## src/rtl/rsa_modexp_ctrl.sv

```systemverilog
`default_nettype none
// ============================================================================
// Module   : rsa_modexp_ctrl
// Purpose  : Sequencing controller for RSA modular exponentiation.
//            result = base^exp mod modn, computed by left-to-right binary
//            square-and-multiply on an interleaved shift-add modular
//            multiplier (one multiplier bit per clock).
// Revision : 1.0 - initial release
// ----------------------------------------------------------------------------
// Ports
//   clk      in   1  rising-edge clock
//   rst      in   1  asynchronous active-high reset
//   start    in   1  operation request, sampled only in IDLE
//   base     in   W  message/ciphertext, must be < modn
//   exp      in   W  exponent
//   modn     in   W  modulus, must be >= 2
//   busy     out  1  high while squaring or multiplying
//   done     out  1  single-cycle completion pulse
//   err      out  1  operand error, valid with done, held until next start
//   result   out  W  exponentiation result, held until next start
//   mux_sel  out  1  multiplier operand select: 0 = R (square), 1 = base
// Configuration
//   RSA_MODEXP_SKIP_LEAD_EN : when defined, leading zero exponent bits are
//                             skipped (scan starts at the highest set bit).
// ============================================================================
module rsa_modexp_ctrl #(
    parameter int W = 6
) (
    input  logic         clk,
    input  logic         rst,
    input  logic         start,
    input  logic [W-1:0] base,
    input  logic [W-1:0] exp,
    input  logic [W-1:0] modn,
    output logic         busy,
    output logic         done,
    output logic         err,
    output logic [W-1:0] result,
    output logic         mux_sel
);

    localparam int c_IW = (W > 1) ? $clog2(W) : 1;
    localparam logic [c_IW-1:0] c_TOP_IDX = c_IW'(W - 1);

    localparam logic [1:0] c_IDLE = 2'd0;
    localparam logic [1:0] c_SQR  = 2'd1;
    localparam logic [1:0] c_MUL  = 2'd2;
    localparam logic [1:0] c_DONE = 2'd3;

    logic [1:0]      r_state;
    logic [1:0]      w_state_next;

    logic [W-1:0]    r_base;
    logic [W-1:0]    r_exp;
    logic [W-1:0]    r_modn;
    logic [W-1:0]    r_r;          // running exponentiation value R
    logic [W-1:0]    r_acc;        // multiplier partial product
    logic [c_IW-1:0] r_step;       // multiplier bit index j
    logic [c_IW-1:0] r_bit;        // exponent bit index i
    logic            r_err;
    logic [W-1:0]    r_result;

    logic            w_bad;        // operand error at the sampling edge
    logic            w_last;       // final step of the current multiply
    logic [c_IW-1:0] w_start_bit;
    logic            w_exp_zero;

    logic [W-1:0]    w_opnd;
    logic [W:0]      w_n;
    logic [W:0]      w_dbl;
    logic [W-1:0]    w_red1;
    logic [W:0]      w_sum;
    logic [W-1:0]    w_acc_next;

    assign w_bad      = (modn < W'(2)) || (base >= modn);
    assign w_last     = (r_step == '0);
    assign w_exp_zero = (exp == '0);

    // Starting exponent bit: either the top bit, or the highest set bit.
`ifdef RSA_MODEXP_SKIP_LEAD_EN
    always_comb begin
        w_start_bit = '0;
        for (int k = 0; k < W; k++) begin
            if (exp[k]) begin
                w_start_bit = c_IW'(k);
            end
        end
    end
`else
    assign w_start_bit = c_TOP_IDX;
`endif

    // ------------------------------------------------------------------
    // Modular multiply step: acc = 2*acc + (R[j] ? opnd : 0) mod n.
    // acc and opnd are both < n, so each conditional subtract restores
    // the < n invariant and W+1 bits cannot overflow.
    // ------------------------------------------------------------------
    always_comb begin
        w_opnd = mux_sel ? r_base : r_r;
        w_n    = {1'b0, r_modn};
        w_dbl  = {r_acc, 1'b0};
        w_red1 = (w_dbl >= w_n) ? W'(w_dbl - w_n) : w_dbl[W-1:0];
        w_sum  = {1'b0, w_red1} + {1'b0, w_opnd};
        if (r_r[r_step]) begin
            w_acc_next = (w_sum >= w_n) ? W'(w_sum - w_n) : w_sum[W-1:0];
        end else begin
            w_acc_next = w_red1;
        end
    end

    // ------------------------------------------------------------------
    // State register
    // ------------------------------------------------------------------
    always_ff @(posedge clk or posedge rst) begin
        if (rst) begin
            r_state <= c_IDLE;
        end else begin
            r_state <= w_state_next;
        end
    end

    // ------------------------------------------------------------------
    // Next-state logic
    // ------------------------------------------------------------------
    always_comb begin
        w_state_next = r_state;
        case (r_state)
            c_IDLE: begin
                if (start) begin
                    if (w_bad) begin
                        w_state_next = c_DONE;
`ifdef RSA_MODEXP_SKIP_LEAD_EN
                    end else if (w_exp_zero) begin
                        w_state_next = c_DONE;
`endif
                    end else begin
                        w_state_next = c_SQR;
                    end
                end
            end
            c_SQR: begin
                if (w_last) begin
                    if (r_exp[r_bit]) begin
                        w_state_next = c_MUL;
                    end else if (r_bit == '0) begin
                        w_state_next = c_DONE;
                    end else begin
                        w_state_next = c_SQR;
                    end
                end
            end
            c_MUL: begin
                if (w_last) begin
                    w_state_next = (r_bit == '0) ? c_DONE : c_SQR;
                end
            end
            default: begin
                w_state_next = c_IDLE;
            end
        endcase
    end

    // ------------------------------------------------------------------
    // Outputs
    // ------------------------------------------------------------------
    always_comb begin
        busy    = (r_state == c_SQR) || (r_state == c_MUL);
        done    = (r_state == c_DONE);
        mux_sel = (r_state == c_MUL);
        err     = r_err;
        result  = r_result;
    end

    // ------------------------------------------------------------------
    // Datapath registers
    // ------------------------------------------------------------------
    always_ff @(posedge clk or posedge rst) begin
        if (rst) begin
            r_base   <= '0;
            r_exp    <= '0;
            r_modn   <= '0;
            r_r      <= '0;
            r_acc    <= '0;
            r_step   <= '0;
            r_bit    <= '0;
            r_err    <= 1'b0;
            r_result <= '0;
        end else begin
            case (r_state)
                c_IDLE: begin
                    if (start) begin
                        r_base <= base;
                        r_exp  <= exp;
                        r_modn <= modn;
                        r_err  <= w_bad;
                        r_r    <= W'(1);
                        r_acc  <= '0;
                        r_step <= c_TOP_IDX;
                        r_bit  <= w_start_bit;
                        if (w_bad) begin
                            r_result <= '0;
                        end else if (w_exp_zero) begin
                            // Only observable when the scan is skipped;
                            // otherwise the squaring path rewrites it.
                            r_result <= W'(1);
                        end
                    end
                end
                c_SQR, c_MUL: begin
                    if (w_last) begin
                        // R is committed only after all W steps, so the
                        // multiplier sees a stable operand throughout.
                        r_r    <= w_acc_next;
                        r_acc  <= '0;
                        r_step <= c_TOP_IDX;
                        if (w_state_next == c_DONE) begin
                            r_result <= w_acc_next;
                        end
                        if (w_state_next == c_SQR) begin
                            r_bit <= r_bit - 1'b1;
                        end
                    end else begin
                        r_acc  <= w_acc_next;
                        r_step <= r_step - 1'b1;
                    end
                end
                default: begin
                end
            endcase
        end
    end

endmodule
`default_nettype wire

```

## config.mk

```make
export PLATFORM = sky130hd
export DESIGN_NAME = rsa_modexp_ctrl
export DESIGN_NICKNAME = d
export VERILOG_FILES = /design/src/rtl/rsa_modexp_ctrl.sv
export SDC_FILE = /design/constraint.sdc
export NUM_CORES = 1
export LEC_CHECK = 0
export CAP_MARGIN = 20
export CELL_PAD_IN_SITES_DETAIL_PLACEMENT = 0
export CELL_PAD_IN_SITES_GLOBAL_PLACEMENT = 1
export CORE_MARGIN = 2
export CORE_UTILIZATION = 50
export CTS_BUF_LIST = sky130_fd_sc_hd__clkbuf_8
export DETAILED_ROUTE_END_ITERATION = 12
export GPL_ROUTABILITY_DRIVEN = 0
export GPL_TIMING_DRIVEN = 0
export PLACE_DENSITY = 0.93
export SETUP_SLACK_MARGIN = 0.15
export SLEW_MARGIN = 20
export SYNTH_ARGS = -nofsm -noshare
export SYNTH_HDL_FRONTEND = slang
export SYNTH_SLANG_ARGS = --single-unit
export TNS_END_PERCENT = 10
```

## constraint.sdc

```tcl
create_clock -name clk -period 7.7 [get_ports clk]
set_clock_uncertainty 0.1 [all_clocks]
set_input_delay 1.155 -clock clk [delete_from_list [all_inputs] [get_ports clk]]
set_output_delay 1.155 -clock clk [all_outputs]
set_load 0.02 [all_outputs]
```

==> impl_metrics.py <==
metrics = {
    "outcome": {
        "outcome": "completed",
    },
    "setup_path": {
        "crit_path_frequent_cell": "ha_1",
        "cp_slowest_cell": "o41ai_1",
        "crit_end": "result[4]",
        "rrSetupSlack_ns": 1.89,
        "cp-startpoint": "r_modn[1]",
        "critPathBufInv": 2,
        "critical-path-max-stage-delay_ns": 0.90,
        "critPathCaptureType": "flop",
        "arrival_ns": 5.85,
        "critical_path.top_delay_family": "compound AO/OA/AOI/OAI gates",
        "crit_chain": "inv_1 > ha_1 > nor2b_1 > o2111ai_1 > and4_1 > clkbuf_1 > nor3_1 > or2_2 > ha_1 > nor2_1 > nor3b_1 > mux2i_1 > nand2_1 > ha_1 > and4_1 > a311oi_1 > nand3_1 > o41ai_1 > o31ai_1",
        "rr_startpoint": "r_modn[1]",
        "path_class": "flop to flop",
        "critPathMaxFanout": 6,
        "crit_path_start_kind": "flop",
        "r2r_cells": 19,
        "r2r-end": "result[4]",
        "worstPathRequired_ns": 7.74,
        "path_depth": 19,
    },
    "logic_synthesis": {
        "ys.flop_type": "dfrtp_1",
        "synthesis.area_um2": 3384,
        "synth_edf_count": 0,
        "synthArstFlopShare": 1.000,
        "synth_nets": 422,
        "synth_seq_cells": 45,
        "ys_seq_area_frac": 0.3327,
        "yosysUniqueCellTypes": 60,
        "syn_inst": 367,
        "avgSynthCellArea_um2": 9.222,
        "yosys_warnings": 0,
    },
    "grt": {
        "antenna_found_initial": 0,
        "grt_pass1_vias": 2828,
        "grt_start_max_net_pins": 35,
        "grt-ovfl-total": 0,
        "grt_usage": 0.2306,
        "grt_pass1_wl_um": 13630,
    },
    "placement": {
        "io_buffers": 30,
        "hpwl_um": 6434,
    },
    "clock_tree": {
        "holdBufCountCts": 0,
        "clock-root-buffer": "clkbuf_8",
        "ctsHtreeMaxLevel": 2,
        "cts_buffers": 5,
        "path_clk_slew_ns": 0.08,
        "clk_path_buf_depth": 2,
        "cts_sinks": 45,
        "ctsResizeCount": 0,
        "clkLatencyLatePin_ns": 0.29,
        "postCtsSetupBuffers": 0,
        "cts_tree": "built",
    },
    "detailed_routing": {
        "vias_per_cell": 6.027,
        "drc_errors": 0,
        "dr_wl_met3_um": 398,
        "antenna_left": 0,
        "vias": 2911,
        "maxUsedRoutingLayer": "met4",
        "drt_iter0_markers": 214,
        "wl_met1_um": 3896,
        "wl_met2_um": 3627,
        "drtPass1Iterations": 5,
        "finalWirelength_um": 7962,
        "drt-wirelength-per-cell_um": 16.48,
    },
    "floorplan": {
        "num_io_pins": 31,
        "die_x_um": 86.28,
        "die_area_um2": 7443,
        "fp.dieH_um": 86.28,
        "rows": 29,
        "coreArea_um2": 6459,
        "initial_utilization": 0.5240,
    },
    "cells_and_area": {
        "area_growth_pct": 15.30,
        "multi_input_area_um2": 2105,
        "drive_above_1_share": 0.1158,
        "diodes": 0,
        "regArea_um2": 1126,
        "nNetsFinal": 460,
        "n_fill_cell": 587,
    },
    "sta": {
        "fmax_mhz": 172.0,
        "fin_crit_ns": 5.815,
        "setup_viol": 0,
        "tightest_slew_ns": 0.9195,
        "finalHoldViolCount": 0,
        "period_share": 0.7551,
        "rsz0062_at_grt": "false",
        "maxSlewViolCount": 0,
        "tns_ns": 0,
        "relSlewSlack": 0.3790,
    },
    "hold_path": {
        "hold_class": "flop to flop",
    },
    "flow_run": {
        "max_cap_violations": 0,
    },
}
==> worst min-delay path by stage <==
stage / from / to / slack, ns / depth (start not counted)
2_1_floorplan: r_modn[2] / r_modn[2] / 0.35 / 2
3_3_place_gp: r_modn[4] / r_modn[4] / 0.37 / 2
3_5_place_dp: r_modn[2] / r_modn[2] / 0.38 / 2
4_1_cts: r_modn[2] / r_modn[2] / 0.40 / 2
5_1_grt: r_modn[2] / r_modn[2] / 0.41 / 2
6_report: r_modn[3] / r_modn[3] / 0.39 / 2
==> area by class of cell <==
cell class | instances | share of cell area
Clock inverter | 1 | 0.001282
Clock buffer | 7 | 0.02469
Multi-Input combinational cell | 282 | 0.5393
Timing Repair Buffer | 31 | 0.08208
Inverter | 30 | 0.02886
Tap cell | 77 | 0.02469
Sequential cell | 45 | 0.2886
Buffer | 10 | 0.01058
==> cells by family after synthesis <==
kind of cell    count (synthesis)  synth area share
flops                          45            0.3327
simple gates                  109            0.1612
compound gates                108            0.2255
buf+inv                        40           0.04547
mux                            23           0.08207
xor+xnor                        8           0.02070
fa+ha+maj                      34            0.1323
==> per-layer routing <==
metal | track usage | vias to the layer above
met3 | 0.03238 | 5
met5 | 0 | -
met4 | 0.03551 | 0
met1 | 0.3321 | 1388
met2 | 0.3798 | 89
li1 | - | 1429
==> registers in the layout, summed over array words and instances, names as in the netlist <==
register,flops
r_bit,3
r_base,6
err,1
r_r,6
r_exp,6
r_step,3
result,6
r_state,2
r_acc,6
r_modn,6
==> tightest hold or removal path, stage by stage (launching register included) <==
cell     delay (ns)
dfrtp_1        0.36
nand2_1        0.05
o21ai_0        0.06
==> stage by stage <==
step / setup slack (ns) / std cells / instance area, um2 / hold WS, ns / util
2_1_floorplan: 2.883 / 367 / 3385 / 0.3498 / -
3_3_place_gp: 2.070 / 474 / 3781 / 0.3668 / 0.5854
3_5_place_dp: 2.030 / 475 / 3801 / 0.3757 / 0.5885
4_1_cts: 1.975 / 483 / 3902 / 0.3951 / 0.6042
5_1_grt: 1.433 / 483 / 3902 / 0.4108 / 0.6042
6_report: 1.885 / 483 / 3902 / 0.3943 / 0.6042
==> cell usage after synthesis, types with 5 or more instances <==
master    count  share of area
a211oi_1      5          0.011
xnor2_1       5          0.013
nor3_1        8          0.012
o31ai_1      12          0.027
inv_1        30          0.033
a21o_1        5          0.011
nor2b_1       8          0.015
mux2_2       18          0.060
dfrtp_1      45           0.33
nor2_1       28          0.031
clkbuf_1      6         0.0067
nand2_1      30          0.033
o21ai_0      29          0.043
ha_1         31           0.11
a21oi_1      17          0.025
==> layout by cell type (no fill, tap or decap), drive strengths merged, types with 8 or more instances in the layout <==
cell type | Yosys | layout
clkdlybuf4s50 | 0 | 30
o21ai | 29 | 29
nand2 | 30 | 30
o31ai | 12 | 12
ha | 31 | 31
dfrtp | 45 | 45
inv | 30 | 30
nor3 | 8 | 8
a21oi | 17 | 17
mux2 | 18 | 18
clkbuf | 6 | 13
nor2b | 8 | 8
nor2 | 28 | 28
Power is left out: the tool's default activity adds up to more than one toggle a clock period on the data nets, which glitch-free logic cannot reach.
